## src/rtl/sram_responder_if.sv

```systemverilog
// ---------------------------------------------------------------------------
// sram_responder_if
// Cache-side request/response bus between the data-cache controller and the
// SRAM responder.
//   req    level request, held by the requester until ack is seen
//   we     1 = write (store-through), 0 = read (line fill); valid with req
//   addr   16-bit word address; valid with req
//   wdata  store data; valid with req when we = 1
//   rdata  read data; valid in the ack cycle, holds until the next read ends
//   ack    one-cycle completion pulse
//   busy   responder is not idle
// Modports: master = cache controller, slave = responder.
// ---------------------------------------------------------------------------
interface sram_responder_if;
  logic        req;
  logic        we;
  logic [15:0] addr;
  logic [15:0] wdata;
  logic [15:0] rdata;
  logic        ack;
  logic        busy;

  modport master (
    output req, we, addr, wdata,
    input  rdata, ack, busy
  );

  modport slave (
    input  req, we, addr, wdata,
    output rdata, ack, busy
  );
endinterface : sram_responder_if

```

## src/rtl/sram_responder.sv

```systemverilog
// ---------------------------------------------------------------------------
// sram_responder
// Memory-side responder for the 16-bit MIPS data cache. Accepts single-word
// reads and writes over a req/ack handshake and sequences the asynchronous
// off-chip SRAM control pins with configurable wait states.
//
// Parameters
//   READ_WAIT   cycles CE/OE are held low before dq is sampled (1..15)
//   WRITE_WAIT  cycles WE is held low (1..15)
// Ports
//   clk          system clock, all state on the rising edge
//   rst          synchronous, active-high reset
//   bus          cache-side request/response bus (slave side)
//   sram_addr    {2'b00, latched word address}
//   sram_dq_out  latched store data, driven to the pads when sram_dq_oe = 1
//   sram_dq_oe   1 = pad wrapper drives dq
//   sram_dq_in   pad input data
//   sram_ce_n, sram_oe_n, sram_we_n   active-low SRAM strobes
//   sram_ub_n, sram_lb_n              byte lanes, always enabled
// ---------------------------------------------------------------------------
module sram_responder #(
  parameter int READ_WAIT  = 2,
  parameter int WRITE_WAIT = 1
) (
  input  logic                   clk,
  input  logic                   rst,
  sram_responder_if.slave        bus,
  output logic [17:0]            sram_addr,
  output logic [15:0]            sram_dq_out,
  output logic                   sram_dq_oe,
  input  logic [15:0]            sram_dq_in,
  output logic                   sram_ce_n,
  output logic                   sram_oe_n,
  output logic                   sram_we_n,
  output logic                   sram_ub_n,
  output logic                   sram_lb_n
);

  typedef enum logic [2:0] {
    IDLE,
    RD,
    WR_SETUP,
    WR_PULSE,
    WR_HOLD,
    ACK
  } state_t;

  // The counter is loaded with WAIT-1 so the strobe phase lasts exactly WAIT
  // cycles, ending on the cycle where the counter reads zero.
  localparam logic [3:0] RD_LOAD = 4'(READ_WAIT - 1);
  localparam logic [3:0] WR_LOAD = 4'(WRITE_WAIT - 1);

  state_t      state, state_next;
  logic [3:0]  cnt, cnt_next;
  logic        accept;   // IDLE with req: latch the request fields
  logic        capture;  // last RD cycle: register the pad data
  logic [15:0] addr_q;
  logic [15:0] wdata_q;
  logic [15:0] rdata_q;

  // State register and datapath registers.
  // NOTE: sequential state uses non-blocking assignments so every register
  // samples pre-edge values, independent of statement order.
  always_ff @(posedge clk) begin
    if (rst) begin
      state   <= IDLE;
      cnt     <= '0;
      addr_q  <= '0;
      wdata_q <= '0;
      rdata_q <= '0;
    end else begin
      state <= state_next;
      cnt   <= cnt_next;
      if (accept) begin
        addr_q  <= bus.addr;
        wdata_q <= bus.wdata;
      end
      if (capture) begin
        rdata_q <= sram_dq_in;
      end
    end
  end

  // Next-state logic and Moore-decoded outputs.
  // NOTE: every output of this block gets a default before the case, so no
  // path leaves a signal unassigned and no latch is inferred.
  always_comb begin
    state_next = state;
    cnt_next   = cnt;
    accept     = 1'b0;
    capture    = 1'b0;
    sram_ce_n  = 1'b1;
    sram_oe_n  = 1'b1;
    sram_we_n  = 1'b1;
    sram_dq_oe = 1'b0;
    bus.ack    = 1'b0;

    case (state)
      IDLE: begin
        if (bus.req) begin
          accept = 1'b1;
          if (bus.we) begin
            state_next = WR_SETUP;
          end else begin
            state_next = RD;
            cnt_next   = RD_LOAD;
          end
        end
      end

      RD: begin
        sram_ce_n = 1'b0;
        sram_oe_n = 1'b0;
        if (cnt == 4'd0) begin
          capture    = 1'b1;
          state_next = ACK;
        end else begin
          cnt_next = cnt - 4'd1;
        end
      end

      // Data is driven one cycle ahead of the WE pulse for address/data setup.
      WR_SETUP: begin
        sram_ce_n  = 1'b0;
        sram_dq_oe = 1'b1;
        cnt_next   = WR_LOAD;
        state_next = WR_PULSE;
      end

      WR_PULSE: begin
        sram_ce_n  = 1'b0;
        sram_we_n  = 1'b0;
        sram_dq_oe = 1'b1;
        if (cnt == 4'd0) begin
          state_next = WR_HOLD;
        end else begin
          cnt_next = cnt - 4'd1;
        end
      end

      // Data held one cycle past the rising WE edge for hold time.
      WR_HOLD: begin
        sram_ce_n  = 1'b0;
        sram_dq_oe = 1'b1;
        state_next = ACK;
      end

      // Pads released here, so a write followed by a read never contends.
      ACK: begin
        bus.ack    = 1'b1;
        state_next = IDLE;
      end

      default: begin
        state_next = IDLE;
      end
    endcase
  end

  assign bus.busy    = (state != IDLE);
  assign bus.rdata   = rdata_q;
  assign sram_addr   = {2'b00, addr_q};
  assign sram_dq_out = wdata_q;
  assign sram_ub_n   = 1'b0;
  assign sram_lb_n   = 1'b0;

endmodule : sram_responder

```

## src/flat_wrapper.sv

```systemverilog
// flat-port wrapper written by rule: the top's interface ports become plain ports
module sram_responder_flat 
#(
  parameter int READ_WAIT  = 2,
  parameter int WRITE_WAIT = 1
)
  (clk, rst, sram_addr, sram_dq_out, sram_dq_oe, sram_dq_in, sram_ce_n, sram_oe_n, sram_we_n, sram_ub_n, sram_lb_n, bus_req, bus_we, bus_addr, bus_wdata, bus_rdata, bus_ack, bus_busy);
  sram_responder_if bus_i ();
  input  logic clk;
  input  logic rst;
  output logic [17:0] sram_addr;
  output logic [15:0] sram_dq_out;
  output logic sram_dq_oe;
  input  logic [15:0] sram_dq_in;
  output logic sram_ce_n;
  output logic sram_oe_n;
  output logic sram_we_n;
  output logic sram_ub_n;
  output logic sram_lb_n;
  input wire logic [$bits(bus_i.req)-1:0] bus_req;
  input wire logic [$bits(bus_i.we)-1:0] bus_we;
  input wire logic [$bits(bus_i.addr)-1:0] bus_addr;
  input wire logic [$bits(bus_i.wdata)-1:0] bus_wdata;
  output wire logic [$bits(bus_i.rdata)-1:0] bus_rdata;
  output wire logic [$bits(bus_i.ack)-1:0] bus_ack;
  output wire logic [$bits(bus_i.busy)-1:0] bus_busy;
  assign bus_i.req = bus_req;
  assign bus_i.we = bus_we;
  assign bus_i.addr = bus_addr;
  assign bus_i.wdata = bus_wdata;
  assign bus_rdata = bus_i.rdata;
  assign bus_ack = bus_i.ack;
  assign bus_busy = bus_i.busy;
  sram_responder #(.READ_WAIT(READ_WAIT), .WRITE_WAIT(WRITE_WAIT)) u_core (.clk(clk), .rst(rst), .bus(bus_i), .sram_addr(sram_addr), .sram_dq_out(sram_dq_out), .sram_dq_oe(sram_dq_oe), .sram_dq_in(sram_dq_in), .sram_ce_n(sram_ce_n), .sram_oe_n(sram_oe_n), .sram_we_n(sram_we_n), .sram_ub_n(sram_ub_n), .sram_lb_n(sram_lb_n));
endmodule
```

## config.mk

```make
export PLATFORM = sky130hd
export DESIGN_NAME = sram_responder_flat
export DESIGN_NICKNAME = d
export VERILOG_FILES = /design/src/rtl/sram_responder_if.sv /design/src/rtl/sram_responder.sv /design/src/flat_wrapper.sv
export SDC_FILE = /design/constraint.sdc
export NUM_CORES = 1
export LEC_CHECK = 0
export ABC_AREA = 1
export BUFFER_PORTS_ARGS = -buffer_cell sky130_fd_sc_hd__buf_2
export CORE_MARGIN = 5
export CORE_UTILIZATION = 43
export CTS_CLUSTER_DIAMETER = 30
export DETAILED_ROUTE_END_ITERATION = 8
export GPL_ROUTABILITY_DRIVEN = 0
export HOLD_SLACK_MARGIN = 0.06
export PLACE_DENSITY = 0.77
export SLEW_MARGIN = 20
export SYNTH_ARGS = -nofsm -noshare
export SYNTH_HDL_FRONTEND = slang
export SYNTH_SLANG_ARGS = --single-unit
```

## constraint.sdc

```tcl
create_clock -name clk -period 1.8 [get_ports clk]
set_input_delay 0.36 -clock clk [delete_from_list [all_inputs] [get_ports clk]]
set_output_delay 0.36 -clock clk [all_outputs]
set_load 0.02 [all_outputs]
```

==> flow_summary.toml <==
[sta]
maxSlewViolCount = 0
finalCriticalPeriod_ns = 1.70
rsz0062_at_grt = "false"
period_share_pct = 94.6
setup_viol = 0
fmax_mhz = 587
tns_ns = 0
worst_slack_ns = 0.0971
skew_ns = 0.00973
finalHoldViolCount = 0

[global_route]
grt_util_all_layers_pct = 15.7
grt_max_degree = 65
antenna_found_initial = 0
overflow = 0
grt_first_pass_wirelength_mm = 8.41
first_global_vias = 1877

[cts]
clock_sinks = 55
cts_setup_buffers = 0
clk-insertion-delay-late_ns = 0.30
clk_path_buf_depth = 2
htree_levels = 2
numCtsBuffers = 5
clockRootBuffer = "clkbuf_8"
cts_tree = "yes"
cts.clk_slew.worst_paths_ns = 0.09

[power_and_ir_drop]
ir_worst_vdd_mv = 0.760
power_w = 0.00498
p_leak_nw = 1.46
power_density_mw_per_mm2 = 1700

[logic_synthesis]
synth_area_mm2 = 0.00224
ys_types = 24
yosys_warnings = 0
synth_top_area_share_pct = 49.1
synth_seq_cells = 55
synth_ff_type = "dfxtp_1"
async_flop_share_pct = 0
syn_inst = 291
synth_area_leader_cell = "dfxtp_1"
ys_seq_area_share_pct = 49.1
synth_edf_count = 0
avgSynthCellArea_um2 = 7.71
synthTopCellsByArea = "dfxtp_1 49%, o21ai_1 9.8%, a21oi_1 8.7%, inv_1 7.2%, nor2_1 5.4%"

[die]
chipHeight_um = 82.2
die_area_mm2 = 0.00676
io-pin-count = 110
core_area_mm2 = 0.00507
num_rows = 26
die_w_um = 82.2
initial_core_util_pct = 44.2

[layout]
area_growth_pct = 30.5
num_antenna_cells = 0
fin_nets = 445
drive_gt1_share_pct = 33.9
final_cell_mix = "105 x buf_2, 54 x dfxtp_1, 44 x o21ai_1"
mostFrequentLayoutCell = "buf_2"
fill_cells = 493

[routing]
drc = 0
vias = 2128
wl_mm = 5.32
drtAntennaViolNets = 0
viasPerCell = 4.61
drtIter0Drc = 60
first_pass_iters = 4
wl_per_cell_um = 11.5

[run]
cap_violations = 0

[run_status]
status = "complete, no violations"

[placement]
numPortBuffers = 105
hpwlAfterDp_mm = 3.97
preCtsSetupSlack_ns = 0.350

[setup_path]
startpoint_type = "flop"
crit_type = "reg2out"
crit_fanout = 7
crit_arrival_ns = 1.34
timing.rr.start = "u_core.cnt[0]"
cp-startpoint = "u_core.state[0]"
cp.required_ns = 1.44
endpoint_kind = "output pin"

[worst_hold_path]
min_from = "sram_dq_in[12]"
hp-class = "in2reg"
[flip-flops by register name, summed over array words and instances, names as in the netlist]
register / count
u_core.bus.rdata: 16
u_core.addr_q: 16
u_core.sram_dq_out: 16
u_core.cnt: 4
u_core.state: 3
[power breakdown]
| group | internal [W] | switching (W) |
|---|---|---|
| clock | 0.000421 | 0.000392 |
| sequential | 0.00164 | 0.000238 |
| combinational | 0.000759 | 0.00153 |
[through the flow]
| stage | hold WS [ns] | util, % | std cells | cell area [um2] |
|---|---|---|---|---|
| floorplan | 0.429 | - | 294 | 2250 |
| CTS | 0.274 | 57.5 | 462 | 2920 |
| finish | 0.284 | 57.7 | 462 | 2930 |
| detailed placement | 0.433 | 55.4 | 454 | 2810 |
| global route | 0.274 | 57.7 | 462 | 2930 |
| global placement | 0.428 | 55.4 | 454 | 2810 |
[critical path, cell delays in order (launching register included)]
cell and delay, ns:
dfxtp_1 0.46, inv_2 0.08, nor2_4 0.19, a21oi_1 0.08
nand2_1 0.06, inv_1 0.03, buf_2 0.14
[cell families (layout without fill, tap and decap cells)]
logic type	after synthesis	after routing	synth area share (%)
flip-flops	55	55	49.1
buffers and inverters	63	161	12.3
adder cells (fa/ha/maj)	2	2	1.12
AND/OR/NAND/NOR	79	79	16.9
XOR/XNOR	1	1	0.390
other	1	4	0.167
AO/OA/AOI/OAI	90	90	20.1
[cells in the mapped netlist, types with 4 or more instances]
cell type,instances
dfxtp_1,55
o21ai_1,44
inv_1,43
a21oi_1,39
nor2_1,32
nand2_1,19
nor2_2,11
nand3_1,10
buf_2,7
o21ai_0,7
buf_4,4
clkbuf_1,4
[path summary, 6_finish.rpt]
path                                             end  slack, ns  depth (start not counted)
worst max register to register  u_core.bus.rdata[13]       0.35                          7
worst max-delay path                       sram_ce_n        0.1                          6
worst min register to register      u_core.addr_q[2]       0.45                          2
worst min-delay path            u_core.bus.rdata[12]       0.28                          3
[layout make-up]
class,count,area (um2),share of cell area (%)
well taps,70,87.6,2.99
flip-flops and latches,55,1100,37.7
clock buffers,6,72.6,2.48
clock inverters,2,38.8,1.33
multi-input cells,176,883,30.2
inverters,45,169,5.77
repair buffers,108,573,19.6
[routing by layer]
metal,vias to the layer above,global-route usage [%],part of all wire (%)
met4,0,3.99,0.79
met1,933,18.9,40
li1,1119,-,-
met2,72,27.5,52
met5,-,0,0
met3,4,4.34,7.3
[timing repair]
action,CTS,global route
resized for setup,0,2
hold buffers,0,0
endpoints found under the setup margin,0,2
Note: power is estimated with default switching activity, not from simulation.
